===== config.mk =====
export PLATFORM = sky130hd
export DESIGN_NAME = drive_controller
export DESIGN_NICKNAME = d
export VERILOG_FILES = /design/src/rtl/drive_pkg.sv /design/src/rtl/drive_controller_timebase.sv /design/src/rtl/drive_controller.sv
export SDC_FILE = /design/constraint.sdc
export NUM_CORES = 1
export LEC_CHECK = 0
export CAP_MARGIN = 30
export CORE_MARGIN = 3
export CORE_UTILIZATION = 40
export CTS_CLUSTER_DIAMETER = 30
export DETAILED_ROUTE_END_ITERATION = 12
export SLEW_MARGIN = 10
export SYNTH_ARGS = -nofsm -noshare
export SYNTH_HDL_FRONTEND = slang
export SYNTH_SLANG_ARGS = --single-unit

===== constraint.sdc =====
create_clock -name clk -period 2.15 [get_ports clk]
set_input_delay 0.645 -clock clk [delete_from_list [all_inputs] [get_ports clk]]
set_output_delay 0.645 -clock clk [all_outputs]
set_load 0.05 [all_outputs]

===== src/rtl/drive_pkg.sv =====
// Shared types and constants for the line-following drive controller.
// Holds the state set, motor direction encoding and default timing.
package drive_pkg;

  localparam int DEF_PERIOD       = 2_000_000;
  localparam int DEF_STOP_PERIODS = 3;

  localparam logic CW  = 1'b1;
  localparam logic CCW = 1'b0;

  typedef enum logic [2:0] {
    S_IDLE,
    S_FWD,
    S_SOFT_L,
    S_HARD_L,
    S_SOFT_R,
    S_HARD_R,
    S_STOP
  } state_t;

  typedef struct packed {
    logic mrst_l;
    logic dir_l;
    logic mrst_r;
    logic dir_r;
  } motor_t;

  localparam motor_t MOTORS_OFF = '{
    mrst_l: 1'b1, dir_l: CCW,
    mrst_r: 1'b1, dir_r: CCW
  };

  // Right motor is mirrored, so CCW drives it forward.
  function automatic motor_t decode(
    input state_t s
  );
    motor_t m;
    m = MOTORS_OFF;
    case (s)
      S_FWD:    m = '{1'b0, CW,  1'b0, CCW};
      S_SOFT_L: m = '{1'b1, CCW, 1'b0, CCW};
      S_HARD_L: m = '{1'b0, CCW, 1'b0, CCW};
      S_SOFT_R: m = '{1'b0, CW,  1'b1, CCW};
      S_HARD_R: m = '{1'b0, CW,  1'b0, CW};
      default:  m = MOTORS_OFF;
    endcase
    return m;
  endfunction

endpackage


===== src/rtl/drive_controller_timebase.sv =====
// Free-running PWM frame counter with a one-cycle tick
// on the last count of each frame.
module timebase
  import drive_pkg::*;
#(
  parameter int PERIOD = DEF_PERIOD
) (
  input  logic        clk,
  input  logic        rst_n,
  output logic [20:0] count,
  output logic        tick
);

  localparam int TW =
    (PERIOD > 1) ? $clog2(PERIOD) : 1;
  localparam logic [TW-1:0] LAST = TW'(PERIOD - 1);

  logic [TW-1:0] r_cnt;
  logic          w_tick;

  assign w_tick = (r_cnt == LAST);

  always_ff @(posedge clk or negedge rst_n) begin
    if (!rst_n) begin
      r_cnt <= '0;
    end else if (w_tick) begin
      r_cnt <= '0;
    end else begin
      r_cnt <= r_cnt + 1'b1;
    end
  end

  assign count = 21'(r_cnt);
  assign tick  = w_tick;

endmodule


===== src/rtl/drive_controller.sv =====
// Line-following drive controller: picks a steering state once per
// PWM frame from synchronized sensors and drives both motor controls.
module drive_controller
  import drive_pkg::*;
#(
  parameter int PERIOD       = DEF_PERIOD,
  parameter int STOP_PERIODS = DEF_STOP_PERIODS
) (
  input  logic        clk,
  input  logic        reset,
  input  logic        enable,
  input  logic [2:0]  sensor,
  output logic [20:0] count_out,
  output logic        dir_l,
  output logic        dir_r,
  output logic        mrst_l,
  output logic        mrst_r
);

  localparam int SCW = $clog2(STOP_PERIODS + 1);
  localparam logic [SCW-1:0] STOP_MAX =
    SCW'(STOP_PERIODS);

  logic           r_en_s1;
  logic           r_en_s2;
  logic [2:0]     r_sen_s1;
  logic [2:0]     r_sen_s2;
  state_t         r_state;
  state_t         w_nxt;
  logic [SCW-1:0] r_scnt;
  logic [SCW-1:0] w_scnt_nxt;
  motor_t         r_out;
  logic           w_tick;

  timebase #(
    .PERIOD (PERIOD)
  ) u_tb (
    .clk   (clk),
    .rst_n (reset),
    .count (count_out),
    .tick  (w_tick)
  );

  always_ff @(posedge clk or negedge reset) begin
    if (!reset) begin
      r_en_s1  <= 1'b0;
      r_en_s2  <= 1'b0;
      r_sen_s1 <= '0;
      r_sen_s2 <= '0;
    end else begin
      r_en_s1  <= enable;
      r_en_s2  <= r_en_s1;
      r_sen_s1 <= sensor;
      r_sen_s2 <= r_sen_s1;
    end
  end

  always_comb begin
    w_nxt      = r_state;
    w_scnt_nxt = r_scnt;
    if (!r_en_s2) begin
      w_nxt      = S_IDLE;
      w_scnt_nxt = '0;
    end else if (w_tick && r_state != S_STOP) begin
      w_scnt_nxt = '0;
      case (r_sen_s2)
        3'b010,
        3'b101: w_nxt = S_FWD;
        3'b110: w_nxt = S_SOFT_L;
        3'b100: w_nxt = S_HARD_L;
        3'b011: w_nxt = S_SOFT_R;
        3'b001: w_nxt = S_HARD_R;
        3'b111: begin
          // Saturate so a long stop marker cannot wrap.
          w_scnt_nxt = (r_scnt == STOP_MAX) ?
            r_scnt : r_scnt + 1'b1;
          if (w_scnt_nxt == STOP_MAX) begin
            w_nxt = S_STOP;
          end
        end
        default: w_nxt = r_state;
      endcase
    end
  end

  // Outputs come from the next state so they move on the state edge.
  always_ff @(posedge clk or negedge reset) begin
    if (!reset) begin
      r_state <= S_IDLE;
      r_scnt  <= '0;
      r_out   <= MOTORS_OFF;
    end else begin
      r_state <= w_nxt;
      r_scnt  <= w_scnt_nxt;
      r_out   <= decode(w_nxt);
    end
  end

  assign mrst_l = r_out.mrst_l;
  assign dir_l  = r_out.dir_l;
  assign mrst_r = r_out.mrst_r;
  assign dir_r  = r_out.dir_r;

endmodule


Word level (Yosys, flattened, before mapping)
Index checks and enable logic that the tools add are counted.
{"block": "totals", "reg_bits": 38, "in_bits": 6, "output_inout_bits": 25, "word_cells": 42}
{"block": "op_classes", "add_sub_neg": 2, "eq_ne": 17, "n_mux": 10, "reduce_logical": 2}
{"cell": "$add 21x1->21 const B", "count": 1}
{"cell": "$eq 21x21->1 const B", "count": 1}
{"cell": "$mux 21", "count": 1}
{"cell": "$pmux 4 s5", "count": 1}
{"cell": "$eq 3x3->1 const B", "count": 6}
{"cell": "$pmux 3 s6", "count": 1}
{"cell": "$eq 3x2->1 const B", "count": 4}
{"cell": "$mux 3", "count": 3}
{"cell": "$mux 2", "count": 4}
{"cell": "$eq 3x1->1 const B", "count": 2}
{"cell": "$eq 2x2->1 const B", "count": 2}
{"cell": "$ne 3x3->1 const B", "count": 1}
{"cell": "$add 2x1->2 const B", "count": 1}
{"cell": "$ne 2x1->1 const B", "count": 1}
{"cell": "$reduce_or 2->1", "count": 1}
{"cell": "$logic_and 1x1->1", "count": 1}

Longest topological paths before layout
Gate-level depths: netlist (run 1).
{"block": "logic_depth", "ltp_word": 9, "depth_mapped": 7, "ltp_nobuf": 7}

Modules after synthesis
A second synthesis (run 1) with hierarchy kept.
{"block": "hier_totals", "hier_cells": 148, "area_unflattened_um2": 1730.4}
{"mod": "timebase", "instances": 1, "cells_each": 94, "area_each_um2": 1011.0, "seq_area_each_um2": 525.5}
{"mod": "drive_controller", "instances": 1, "cells_each": 54, "area_each_um2": 719.4, "seq_area_each_um2": 427.9}

Worst setup path after synthesis (run 1)
Ideal clock, no wire load.
{"block": "synth_path", "kind": "flip-flop to flip-flop", "start": "register u_tb.r_cnt[0], in the netlist u_tb.count[0]", "end": "register r_out (netlist bit mrst_l)", "setup_ns": 0.082, "arrival_ns": 1.994, "required_time_ns": 2.068, "slack_ns": 0.074, "stages_incl_launch_ff": 7, "path_buffers": 0, "period_less_slack_ns": 2.076, "cell_sequence": "dfrtp_1 > ha_1 > nand2_1 > and4bb_2 > a21boi_0 > o21ai_2 > mux2_2"}
{"block": "synth_via", "elab_chain_len": 6, "elab_cells_between_ends": 10, "cone_classes": "eq/ne: 6; mux: 3; reduce/logical: 1"}
{"element": "start, declared", "line_no": "drive_controller_timebase.sv:18", "text": "logic [TW-1:0] r_cnt;"}
{"element": "start signal, assigned", "line_no": "drive_controller_timebase.sv:29", "text": "r_cnt <= r_cnt + 1'b1;"}
{"element": "$eq 21x21->1 (*)", "line_no": "drive_controller_timebase.sv:21", "text": "assign w_tick = (r_cnt == LAST);"}
{"element": "$logic_and 1x1->1 (*)", "line_no": "drive_controller.sv:64", "text": "end else if (w_tick && r_state != S_STOP) begin"}
{"element": "$mux 3 (*)", "line_no": "drive_controller.sv:64"}
{"element": "$mux 3 (*)", "line_no": "drive_controller.sv:61", "text": "if (!r_en_s2) begin"}
{"element": "$eq 3x3->1 (tied with other cells)", "line_no": "drive_pkg.sv:39", "text": "case (s)"}
{"element": "$pmux 4 s5 (*)", "line_no": "drive_pkg.sv:39"}
{"element": "end signal, assigned", "line_no": "drive_controller.sv:95", "text": "r_out <= decode(w_nxt);"}
{"element": "end, declared", "line_no": "drive_controller.sv:32", "text": "motor_t r_out;"}
Every way passes the cells marked *; elsewhere a longest branch is shown, timed or not.
A chain may end at the register's enable or synchronous reset.

Worst setup path in the final report (run 1)
{"block": "layout_path", "start": "register r_out (netlist bit dir_l)", "end": "output dir_l"}
{"element": "end, declared", "line_no": "drive_controller.sv:14", "text": "output logic dir_l,"}
No word-level cell between the ends.

==> results of run 1 <==
cells in the mapped netlist (3+ instances only):
| cell | n |
|---|---|
| sky130_fd_sc_hd__nand3_1 | 7 |
| sky130_fd_sc_hd__inv_1 | 12 |
| sky130_fd_sc_hd__a21oi_1 | 4 |
| sky130_fd_sc_hd__o21ai_0 | 5 |
| sky130_fd_sc_hd__and3_1 | 3 |
| sky130_fd_sc_hd__xor2_1 | 6 |
| sky130_fd_sc_hd__dfrtp_1 | 36 |
| sky130_fd_sc_hd__nor2_1 | 12 |
| sky130_fd_sc_hd__nor3_1 | 7 |
| sky130_fd_sc_hd__nand2_1 | 7 |
| sky130_fd_sc_hd__xnor2_1 | 12 |
| sky130_fd_sc_hd__nand4_1 | 3 |
worst reg2reg max path, stage by stage, from the launching register on:
cell	delay (ns)
sky130_fd_sc_hd__dfrtp_1	0.46
sky130_fd_sc_hd__nor4b_2	0.34
sky130_fd_sc_hd__and4_2	0.31
sky130_fd_sc_hd__a21boi_0	0.12
sky130_fd_sc_hd__o21ai_2	0.24
sky130_fd_sc_hd__mux2_2	0.36
routing by layer:
metal  up-vias  global-route usage [%]  routed length, um
li1        592                       -                  -
met1       625                    20.5               1600
met2        42                    22.2               1620
met3         2                    4.49                213
met4         0                    5.01                 27
met5         -                       0                  0
metrics by stage:
step	area [sq um]	instances	hold slack [ns]	power, mW
2_1_floorplan	1720	149	0.331	0.749
3_3_place_gp	2050	230	0.334	0.778
3_5_place_dp	2050	230	0.335	0.780
4_1_cts	2160	238	0.352	1.38
5_1_grt	2160	238	0.363	1.42
6_report	2160	238	0.350	1.36
flip-flops by register name (all words and copies together), names as in the netlist:
signal,flops
r_scnt,2
r_sen_s1,3
r_state,3
mrst_r,1
r_en_s2,1
dir_l,1
r_en_s1,1
r_sen_s2,3
mrst_l,1
dir_r,1
u_tb.count,21
logic make-up (layout without fill, tap and decap cells):
family / after synthesis / count (layout) / share of synthesized area, %
compound gates: 17 / 17 / 8.21
fa+ha+maj: 1 / 1 / 0.726
simple gates: 59 / 59 / 21.9
flops: 38 / 38 / 55.3
mux: 3 / 3 / 1.82
buf+inv: 13 / 52 / 2.90
xor+xnor: 18 / 18 / 9.15
path summary, 6_finish.rpt:
check	startpoint	to	slack (ns)	depth (start not counted)
worst max-delay path	dir_l	dir_l	0.09	1
worst min-delay path	r_sen_s1[2]	r_sen_s2[2]	0.35	0
worst max register to register	u_tb.count[9]	mrst_l	0.23	5
worst min register to register	r_sen_s1[2]	r_sen_s2[2]	0.35	0
max in group asynchronous	reset	mrst_l	1.16	2
min in group asynchronous	reset	u_tb.count[16]	0.73	2
layout make-up:
type / count / area [sq um]
fillers: 376 / 1930
flip-flops and latches: 38 / 953
multi-input cells: 98 / 719
repair buffers: 32 / 270
clock buffers: 5 / 68.8
well taps: 50 / 62.6
inverters: 12 / 45.0
clock inverters: 3 / 40.0
power by group:
part / internal (mW) / switching (mW)
Sequential: 0.722 / 0.00752
Combinational: 0.0162 / 0.0189
Clock: 0.341 / 0.252
==> results.cfg, run 1 <==
[timing]
worst_pin_slew_ns = 0.502
timing.clock.skew_ns = 0.00533
finalCriticalPeriod_ns = 2.06
post-route-period-util_pct = 95.8
final_critical_path_setup_slack_ns = 0.0896
fin_setup_tns_ns = 0
max_freq_mhz = 485
rsz0062_at_grt = false
finalHoldViolations = 0
setup_violations = 0
slew_headroom_pct = 66.4
timing.final.max_slew_violations = 0

[job]
cap_violations = 0

[clock_tree]
cts-htree-levels = 2
cts_root_buffer = sky130_fd_sc_hd__clkbuf_8
clockBufferDepth = 2
cts-buffers-inserted = 5
post_cts_resized = 0
cts-hold-fix-buffers = 0
clk-insertion-delay-late_ns = 0.29
tritoncts = done
clkSinkCount = 38
post-cts-setup-buffers = 0
clkSlewWorstSetupHoldPaths_ns = 0.07

[grt]
pin_count_of_the_biggest_net_entering_global_routing = 39
overflow = 0
antenna_violations_before_repair = 0
global_route_wire_length_before_repair_um = 5930
grt_pass1_vias = 1205
globalRouteTotalUtil_pct = 14.8

[logic_synthesis]
synth-async-reset-ratio_pct = 100
yosys_warnings = 0
postSynthCellCount = 149
share_of_yosys_cell_area_claimed_by_the_top_area_cell_type_pct = 52.3
synth_fp_nets = 156
yosys_most_used_dff = sky130_fd_sc_hd__dfrtp_1
post-synth-top-area-cell = sky130_fd_sc_hd__dfrtp_1
syn_avg_cell_area_sq_um = 11.6
synth.ff_latch_count = 38
synth_sequential_area_ratio_pct = 55.3
synth_area_sq_mm = 0.00172
yosys.cell_types.count = 41
yosys-top-cells-area = sky130_fd_sc_hd__dfrtp_1 52%, sky130_fd_sc_hd__xnor2_1 6.1%, sky130_fd_sc_hd__dfstp_2 3.1%
synth-edff-count = 0

[finish]
utilization_pct = 52.8
final_layout_size_suffix_gt1_share_pct = 27.7
areaGrowthSynthToFinish_pct = 25.3
layout.cells.most_common_list = 36 x sky130_fd_sc_hd__dfrtp_1, 24 x sky130_fd_sc_hd__buf_4, 12 x sky130_fd_sc_hd__inv_1, 12 x sky130_fd_sc_hd__xnor2_1, 12 x sky130_fd_sc_hd__nor2_1
antenna-diode-count = 0
num-nets-final = 194
layout.cells.most_common = sky130_fd_sc_hd__dfrtp_1

[drt]
route.detailed.drc = 0
wl_per_cell_um = 14.6
drt_pre_antenna_iters = 5
routed_via_density = 5.30
initial_drc_count = 59
via_count = 1261
routed_wirelength_um = 3460
postRouteAntennaNets = 0

[setup_path]
worst-endpoint-required_ns = 1.50
kind_of_start_point_of_the_critical_path = flop
cpPeakStageDelay_ns = 0.80
worst_path_dominant_cell_family = buffers and inverters
worstPathCellList = clkdlybuf4s50_1
critical_path_buf_inv_count = 1
critPathCaptureType = primary output
crit_slowest_cell = sky130_fd_sc_hd__clkdlybuf4s50_1
crit_path_max_fanout = 1
ws_path_type = reg2out
arrival_ns = 1.42

[floorplanning]
die_height_um = 71.6
initial_utilization_pct = 42.2
die-area_sq_mm = 0.00513
die-width_um = 71.6
fp.coreArea_sq_mm = 0.00409
row_count = 23
io-pin-count = 31

[hold_path]
timing.hold.worst.class = reg2reg

[power_and_ir_drop]
total_leakage_power_nw = 0.975
maximum_vdd_ir_drop_v = 0.000465
total_power_density_per_cell_area_mw_per_mm2 = 629

[place]
portBuffers = 30
place_ws_ns = 0.233
gp_congestion = 0.991
place.detailed.hpwl_um = 2500

[status]
outcome = completed
No activity file was read; power rests on OpenSTA's default activity.
==> run 2, diff against run 1 <==
- SLEW_MARGIN: 10 -> unset
==> results of run 2 <==
The final DEF is identical to that of run 1; final timing and power are the same.
